## src/rtl/bram_seq_reader_pkg.sv

```systemverilog
// Shared types and constants for the sequential BRAM reader.
package bram_seq_reader_pkg;

    typedef enum logic [1:0] {
        ST_IDLE  = 2'd0,
        ST_READ  = 2'd1,
        ST_DRAIN = 2'd2
    } state_e;

    localparam int unsigned SKID_DEPTH = 2;
    localparam int unsigned CNT_W      = $clog2(SKID_DEPTH + 1);

endpackage

```

## src/rtl/bram_seq_reader_skid_fifo2.sv

```systemverilog
// Two-entry synchronous FIFO with a registered head; used as the skid buffer
// between the BRAM read port and the output stream.
module skid_fifo2
    import bram_seq_reader_pkg::*;
#(
    parameter int unsigned WIDTH = 9
) (
    input  logic             clk_i,
    input  logic             rst_i,
    input  logic             push_i,
    input  logic [WIDTH-1:0] push_data_i,
    input  logic             pop_i,
    output logic [CNT_W-1:0] count_o,
    output logic             head_valid_o,
    output logic [WIDTH-1:0] head_data_o
);

    logic [WIDTH-1:0] head_q, head_d;
    logic [WIDTH-1:0] tail_q, tail_d;
    logic [CNT_W-1:0] count_q, count_d;
    logic             valid_q, valid_d;
    logic             pop_eff;

    assign pop_eff = pop_i & valid_q;

    always_comb begin
        head_d  = head_q;
        tail_d  = tail_q;
        count_d = count_q;
        unique case ({push_i, pop_eff})
            2'b10: begin
                if (count_q == CNT_W'(0)) head_d = push_data_i;
                else                      tail_d = push_data_i;
                count_d = count_q + CNT_W'(1);
            end
            2'b01: begin
                head_d  = tail_q;
                count_d = count_q - CNT_W'(1);
            end
            2'b11: begin
                // Simultaneous push/pop keeps the count; the new word lands
                // wherever the popped head leaves the first free slot.
                if (count_q == CNT_W'(1)) begin
                    head_d = push_data_i;
                end else begin
                    head_d = tail_q;
                    tail_d = push_data_i;
                end
            end
            default: ;
        endcase
        valid_d = (count_d != CNT_W'(0));
    end

    always_ff @(posedge clk_i) begin
        if (rst_i) begin
            head_q  <= '0;
            tail_q  <= '0;
            count_q <= '0;
            valid_q <= 1'b0;
        end else begin
            head_q  <= head_d;
            tail_q  <= tail_d;
            count_q <= count_d;
            valid_q <= valid_d;
        end
    end

    assign count_o      = count_q;
    assign head_valid_o = valid_q;
    assign head_data_o  = head_q;

endmodule

```

## src/rtl/bram_seq_reader.sv

```systemverilog
// Walks consecutive BRAM addresses for a job and streams the words out through
// a two-entry skid buffer that covers the one-cycle read latency.
module bram_seq_reader
    import bram_seq_reader_pkg::*;
#(
    parameter int unsigned ADDR_WIDTH = 4,
    parameter int unsigned DATA_WIDTH = 8
) (
    input  logic                  clk,
    input  logic                  rst,
    input  logic                  start,
    input  logic [ADDR_WIDTH-1:0] start_addr,
    input  logic [ADDR_WIDTH:0]   num_words,
    output logic                  busy,
    output logic                  done,
    output logic [ADDR_WIDTH-1:0] bram_addr,
    output logic                  bram_write_en,
    input  logic [DATA_WIDTH-1:0] bram_data_out,
    output logic [DATA_WIDTH-1:0] out_data,
    output logic                  out_valid,
    input  logic                  out_ready,
    output logic                  out_last
);

    state_e                state_q, state_d;
    logic [ADDR_WIDTH-1:0] counter_q, counter_d;
    logic [ADDR_WIDTH:0]   remaining_q, remaining_d;
    logic                  inflight_q, inflight_d;
    logic                  inflight_last_q, inflight_last_d;
    logic                  done_q, done_d;

    logic [CNT_W-1:0]      fifo_count;
    logic                  fifo_valid;
    logic [DATA_WIDTH:0]   fifo_head;
    logic                  pop;
    logic                  issue;
    logic                  last_issue;
    logic [2:0]            occ;

    assign pop = fifo_valid & out_ready;

    // Occupancy one cycle ahead: buffered + in flight, less what leaves now.
    assign occ        = 3'(fifo_count) + 3'(inflight_q) - 3'(pop);
    assign issue      = (state_q == ST_READ) && (remaining_q != '0) && (occ < 3'(SKID_DEPTH));
    assign last_issue = (remaining_q == (ADDR_WIDTH + 1)'(1));

    always_comb begin
        state_d         = state_q;
        counter_d       = counter_q;
        remaining_d     = remaining_q;
        inflight_d      = issue;
        inflight_last_d = issue & last_issue;
        done_d          = 1'b0;
        unique case (state_q)
            ST_IDLE: begin
                if (start) begin
                    if (num_words != '0) begin
                        state_d     = ST_READ;
                        counter_d   = start_addr;
                        remaining_d = num_words;
                    end else begin
                        done_d = 1'b1;
                    end
                end
            end
            ST_READ: begin
                if (issue) begin
                    counter_d   = counter_q + 1'b1;
                    remaining_d = remaining_q - 1'b1;
                    if (last_issue) state_d = ST_DRAIN;
                end
            end
            ST_DRAIN: begin
                if (occ == 3'd0) begin
                    state_d = ST_IDLE;
                    done_d  = 1'b1;
                end
            end
            default: state_d = ST_IDLE;
        endcase
    end

    always_ff @(posedge clk) begin
        if (rst) begin
            state_q         <= ST_IDLE;
            counter_q       <= '0;
            remaining_q     <= '0;
            inflight_q      <= 1'b0;
            inflight_last_q <= 1'b0;
            done_q          <= 1'b0;
        end else begin
            state_q         <= state_d;
            counter_q       <= counter_d;
            remaining_q     <= remaining_d;
            inflight_q      <= inflight_d;
            inflight_last_q <= inflight_last_d;
            done_q          <= done_d;
        end
    end

    skid_fifo2 #(
        .WIDTH (DATA_WIDTH + 1)
    ) u_skid (
        .clk_i        (clk),
        .rst_i        (rst),
        .push_i       (inflight_q),
        .push_data_i  ({inflight_last_q, bram_data_out}),
        .pop_i        (pop),
        .count_o      (fifo_count),
        .head_valid_o (fifo_valid),
        .head_data_o  (fifo_head)
    );

    assign busy          = (state_q != ST_IDLE);
    assign done          = done_q;
    assign bram_addr     = counter_q;
    assign bram_write_en = 1'b0;
    assign out_valid     = fifo_valid;
    assign out_data      = fifo_head[DATA_WIDTH-1:0];
    assign out_last      = fifo_head[DATA_WIDTH];

endmodule

```

## config.mk

```make
export PLATFORM = sky130hd
export DESIGN_NAME = bram_seq_reader
export DESIGN_NICKNAME = d
export VERILOG_FILES = /design/src/rtl/bram_seq_reader_pkg.sv /design/src/rtl/bram_seq_reader_skid_fifo2.sv /design/src/rtl/bram_seq_reader.sv
export SDC_FILE = /design/constraint.sdc
export NUM_CORES = 1
export LEC_CHECK = 0
export CORE_ASPECT_RATIO = 0.5
export CORE_MARGIN = 5
export CORE_UTILIZATION = 50
export DETAILED_ROUTE_END_ITERATION = 8
export PLACE_DENSITY = 0.75
export SLEW_MARGIN = 25
export SYNTH_ARGS = -nofsm -noshare
export SYNTH_HDL_FRONTEND = slang
export SYNTH_SLANG_ARGS = --single-unit
```

## constraint.sdc

```tcl
create_clock -name clk -period 3.1 [get_ports clk]
set_input_delay 0.62 -clock clk [delete_from_list [all_inputs] [get_ports clk]]
set_output_delay 0.62 -clock clk [all_outputs]
set_load 0.005 [all_outputs]
```

After elaboration in Yosys (flattened, before gate mapping):

Cells that the tools add are included.

* logic and storage cells: 76
* register bits after elaboration: 35
* input bits: 21
* output and inout bits: 17

* $lt $le $gt $ge: 1
* reduce and logical (&&, ||, !) cells: 16
* muxes and demuxes: 25
* eq/ne operators: 15
* bitwise operators: 3
* $add $sub $neg: 6

Operators with widths (count)
* 2-to-1 mux 9 bit: 4
* case mux 9 bit (3 select lines): 1
* case mux 9 bit (2 select lines): 1
* 2-to-1 mux 5 bit: 3
* != test 2 bit (second input constant): 7
* 2-to-1 mux 4 bit: 3
* 2-to-1 mux 2 bit: 5
* case mux 5 bit (2 select lines): 1
* nonzero test 5 bit: 2
* case mux 4 bit (2 select lines): 1
* nonzero test 2 bit: 4
* == test 2 x 1 -> 1 bit (second input constant): 3
* == test 2 bit (second input constant): 3
* case mux 2 bit (3 select lines): 1
* == test 5 x 1 -> 1 bit (second input constant): 1
* AND reduction 5 bit: 1
* subtractor 5 x 1 -> 5 bit (second input constant): 1
* adder 4 x 1 -> 4 bit (second input constant): 1
* logical NOT 2 bit: 2
* case mux 2 bit (2 select lines): 1
* AND reduction 4 bit: 1
* adder 2 x 1 -> 3 bit: 1
* bitwise AND 1 bit: 3
* logical NOT 3 bit: 1
* 11 further kinds: 14

Depth between registers and ports, before layout:

* word-level depth: 6
* depth in mapped cells: 10
* mapped depth without buffers: 10

Cells and area by module:

A second synthesis with hierarchy kept.

* cells, all modules: 216
* area, all modules: 1908.1 sq um

Modules (own cells, without submodules)
* bram_seq_reader: cells an instance 115, sequential area each 280.3 sq um, times used 1, area each 962.2 sq um
* skid_fifo2: cells an instance 101, sequential area each 420.4 sq um, times used 1, area each 945.9 sq um

Worst setup path before layout:

No wires, ideal clock.

* path type: input to register
* start point: input out_ready
* end point: register remaining_q[3]
* required time: 2983 ps
* arrival: 2647 ps
* slack: 336 ps
* buffers on the path: 0
* stages: 10
* cell sequence: nand2_1 inv_1 ha_1 inv_1 ha_1 fa_1 xnor2_1 a2111oi_4 o22ai_1 a32o_1

* longest elaborated chain between the ends: 6

RTL lines
* start, declared: RTL line bram_seq_reader.sv:21 `input logic out_ready,`
* bitwise AND 1 bit: RTL line bram_seq_reader.sv:40 `assign pop = fifo_valid & out_ready;`
* subtractor 3 x 1 -> 3 bit: RTL line bram_seq_reader.sv:43 `assign occ = 3'(fifo_count) + 3'(inflight_q) - 3'(pop);`
* less-than comparator 3 x 2 -> 1 bit: RTL line bram_seq_reader.sv:44 `assign issue = (state_q == ST_READ) && (remaining_q != '0) && (occ < 3'(SKID_DEPTH));`
* logical AND 1 bit: RTL line bram_seq_reader.sv:44
* != test 2 bit (no source line)
* AND reduction 4 bit (no source line)
* end signal, assigned: RTL line bram_seq_reader.sv:94 `remaining_q <= remaining_d;`
* end, declared: RTL line bram_seq_reader.sv:27 `logic [ADDR_WIDTH:0] remaining_q, remaining_d;`

No other way between the ends.
A chain may end at the register's enable or synchronous reset.

Worst setup path after layout:

* start point: input out_ready
* end point: register remaining_q[4]

The elaborated chain is that of the path after synthesis.

==> metrics.txt <==
outcome finished clean; DRT Pass-1 Iters 4; Post-CTS Resized 0; CP Cell Sequence clkdlybuf4s50_1 -> nand2_1 -> inv_1 -> ha_1 -> inv_1 -> ha_1 -> fa_1 -> xnor2_1 -> a2111o_1 -> nand2_1 -> a32o_1; num rows 15; Crit path max-delay family adder cells; compound-gate portion of the synthesized area 23.70%; crit path DAT 3.15 ns; Seq/Total Area, Yosys 37.81%; crit path max fanout 7; unrepaired setup endpoints after global routing no; Clock Power Share 23.0%; syn avg cell area 9.128 um2; routed len/inst 14.40 um; post-synthesis mux area share 6.550%; FMAX 337.1 MHz; register share of total power 34.5%; first-pass GRT wire length 7.431 mm; Final Critical Period 2.967 ns; PnR worst setup slack 0.1332 ns; Net count, final 280; via count 1640; Worst Hold Slack 0.4854 ns; post-DP HPWL 3.067 mm; Post CTS Setup Buffer Count 0; most frequent cell after synthesis dfxtp_1; diode count 0; CTS tree done; clk slew on worst S/H paths 0.07 ns; Pint 1.182 mW; I/O Buffers 36; chip width 96.10 um; asr flop ratio synth 0%; Slew Limit Fails 0; Area Overhead vs Synth 29.98%; Yosys top cell by area dfxtp_1; clock tree buffer depth 2; main combinational cell family by area after synthesis compound AO/OA/AOI/OAI gates; Core Region 3510 um2; synth warn 0; Initial DRC Count 53; Die Ht 53.05 um; Final Hold Fails 0; top_reg_cell synth dfxtp_1; Comb pwr share 42.6%; Synth Area in Simple Gates 15.94%; htree depth 2; routability cong. 0.8342; Worst setup SP type input port; Place WS -0.1747 ns; total congestion overflow 0; Slew HR 52.43%; Switch Pwr 0.6322 mW; type of the worst min-delay path register to register; Layout Cells excl Fill 298; flop and latch count out of synthesis 35; Power Dens Cells 753.2 nW/um2; initial antenna violation count 0; Syn Nets 237; via/cell ratio 5.503; Yosys top cell area share 37.81%; CTS Buf Count 5; Post-Syn Area 1853 um2; full die area 5097 um2; maxcap violations 0; cts hold-fix bufs 0; crit share post-route 95.70%; total leakage power 0.9971 nW; Setup Viol. Count Final 0; DRC 0; final clock skew 0.003683 ns; Net Sw Frac 34.85%; Distinct cells, synth 49; Syn Inst Count 203; Root Buffer clkbuf_8; DP Cell Count 290; Slowest-stage cell, CP xnor2_1; io pins 38; XOR/XNOR share of the synthesized area 0.4727%; pin count of the biggest net entering global routing 21; Post-synth top cells 35 x dfxtp_1, 24 x nor2_1, 16 x inv_1; vias in the first global route 1613; adder-cell share of the synthesized area 9.183%; FF-to-FF setup slack 0.55 ns; worst skew pair latency 0.29 ns; drt total wl 4.290 mm; WP buf/inv 3; slew of the pin with the lowest slew margin 0.7120 ns; worst vdd ir 0.0003649 V; Total Routing Usage GR 18.78%; type of destination of the critical path register; Area contributors post-synth dfxtp_1 38%, ha_1 8.1%, mux2i_1 5.9%; critical path's largest stage delay 0.40 ns; Starting Density 52.80%; # clock sinks 35; share of cells above drive strength 1 11.34%; EDFF count, synth 0; required time of the critical path 3.28 ns; Setup CP Type input port to register; Antenna Nets Post-Route 0
[kinds of logic after synthesis]
logic type	after synthesis
AND/OR/NAND/NOR	60
AO/OA/AOI/OAI	55
flip-flops	35
buffers and inverters	26
adder cells (fa/ha/maj)	13
multiplexers	12
other	1
XOR/XNOR	1
[layout make-up]
type	instances	area [um2]
Sequential cell	35	700.7
Inverter	16	60.06
Timing Repair Buffer	46	432.9
Multi-Input combinational cell	142	1039
Tap cell	51	63.81
Clock inverter	3	43.79
Fill cell	300	1101
Clock buffer	5	68.82
[registers in the layout (all words and copies together), names as in the netlist, 2 cells and up]
register,cells
state_q,2
u_skid.head_data_o,9
u_skid.tail_q,9
bram_addr,4
u_skid.count_o,2
remaining_q,5
[power groups by stage]
stage | Sequential (mW) | Combinational, mW | Clock (mW)
floorplan | 0.624 | 0.474 | 0
global placement | 0.630 | 0.750 | 0
detailed placement | 0.634 | 0.769 | 0
CTS | 0.625 | 0.775 | 0.427
global route | 0.641 | 0.857 | 0.456
finish | 0.625 | 0.772 | 0.417
[worst paths after layout]
path / cells after the start / to / startpoint
max reg2reg: 10 / remaining_q[4] / u_skid.head_valid_o
max: 11 / remaining_q[4] / out_ready
min reg2reg: 2 / bram_addr[3] / bram_addr[3]
min: 2 / bram_addr[3] / bram_addr[3]
[metrics by stage]
step | util, % | instance area [um2] | power, mW | setup TNS, ns
floorplan | - | 1853 | 1.098 | 0
global placement | 65.28 | 2291 | 1.380 | -0.1842
detailed placement | 65.42 | 2296 | 1.403 | -0.9695
CTS | 68.63 | 2409 | 1.826 | 0
global route | 68.63 | 2409 | 1.953 | 0
finish | 68.63 | 2409 | 1.814 | 0
[worst min-delay path, cell delays in order (launching register included)]
cell	delay, ns
dfxtp_1	0.32
nand2_1	0.06
o32ai_1	0.06
[cells in the final DEF (no fill, tap or decap), drive strengths merged, types with 10 or more instances in the layout]
| master | count |
|---|---|
| clkdlybuf4s50 | 36 |
| dfxtp | 35 |
| nor2 | 24 |
| inv | 16 |
| nand2 | 12 |
| ha | 12 |
| mux2i | 11 |
| a211oi | 11 |
| a22oi | 10 |
| buf | 10 |
[per-layer routing]
| layer | vias up | share of wire (%) | track usage, % |
|---|---|---|---|
| met3 | 2 | 6.6 | 5.824 |
| met2 | 55 | 44 | 30.40 |
| li1 | 823 | - | - |
| met4 | 0 | 0.40 | 7.075 |
| met1 | 760 | 49 | 23.48 |
| met5 | - | 0 | 0 |
Note: power is estimated with default switching activity, not from simulation.
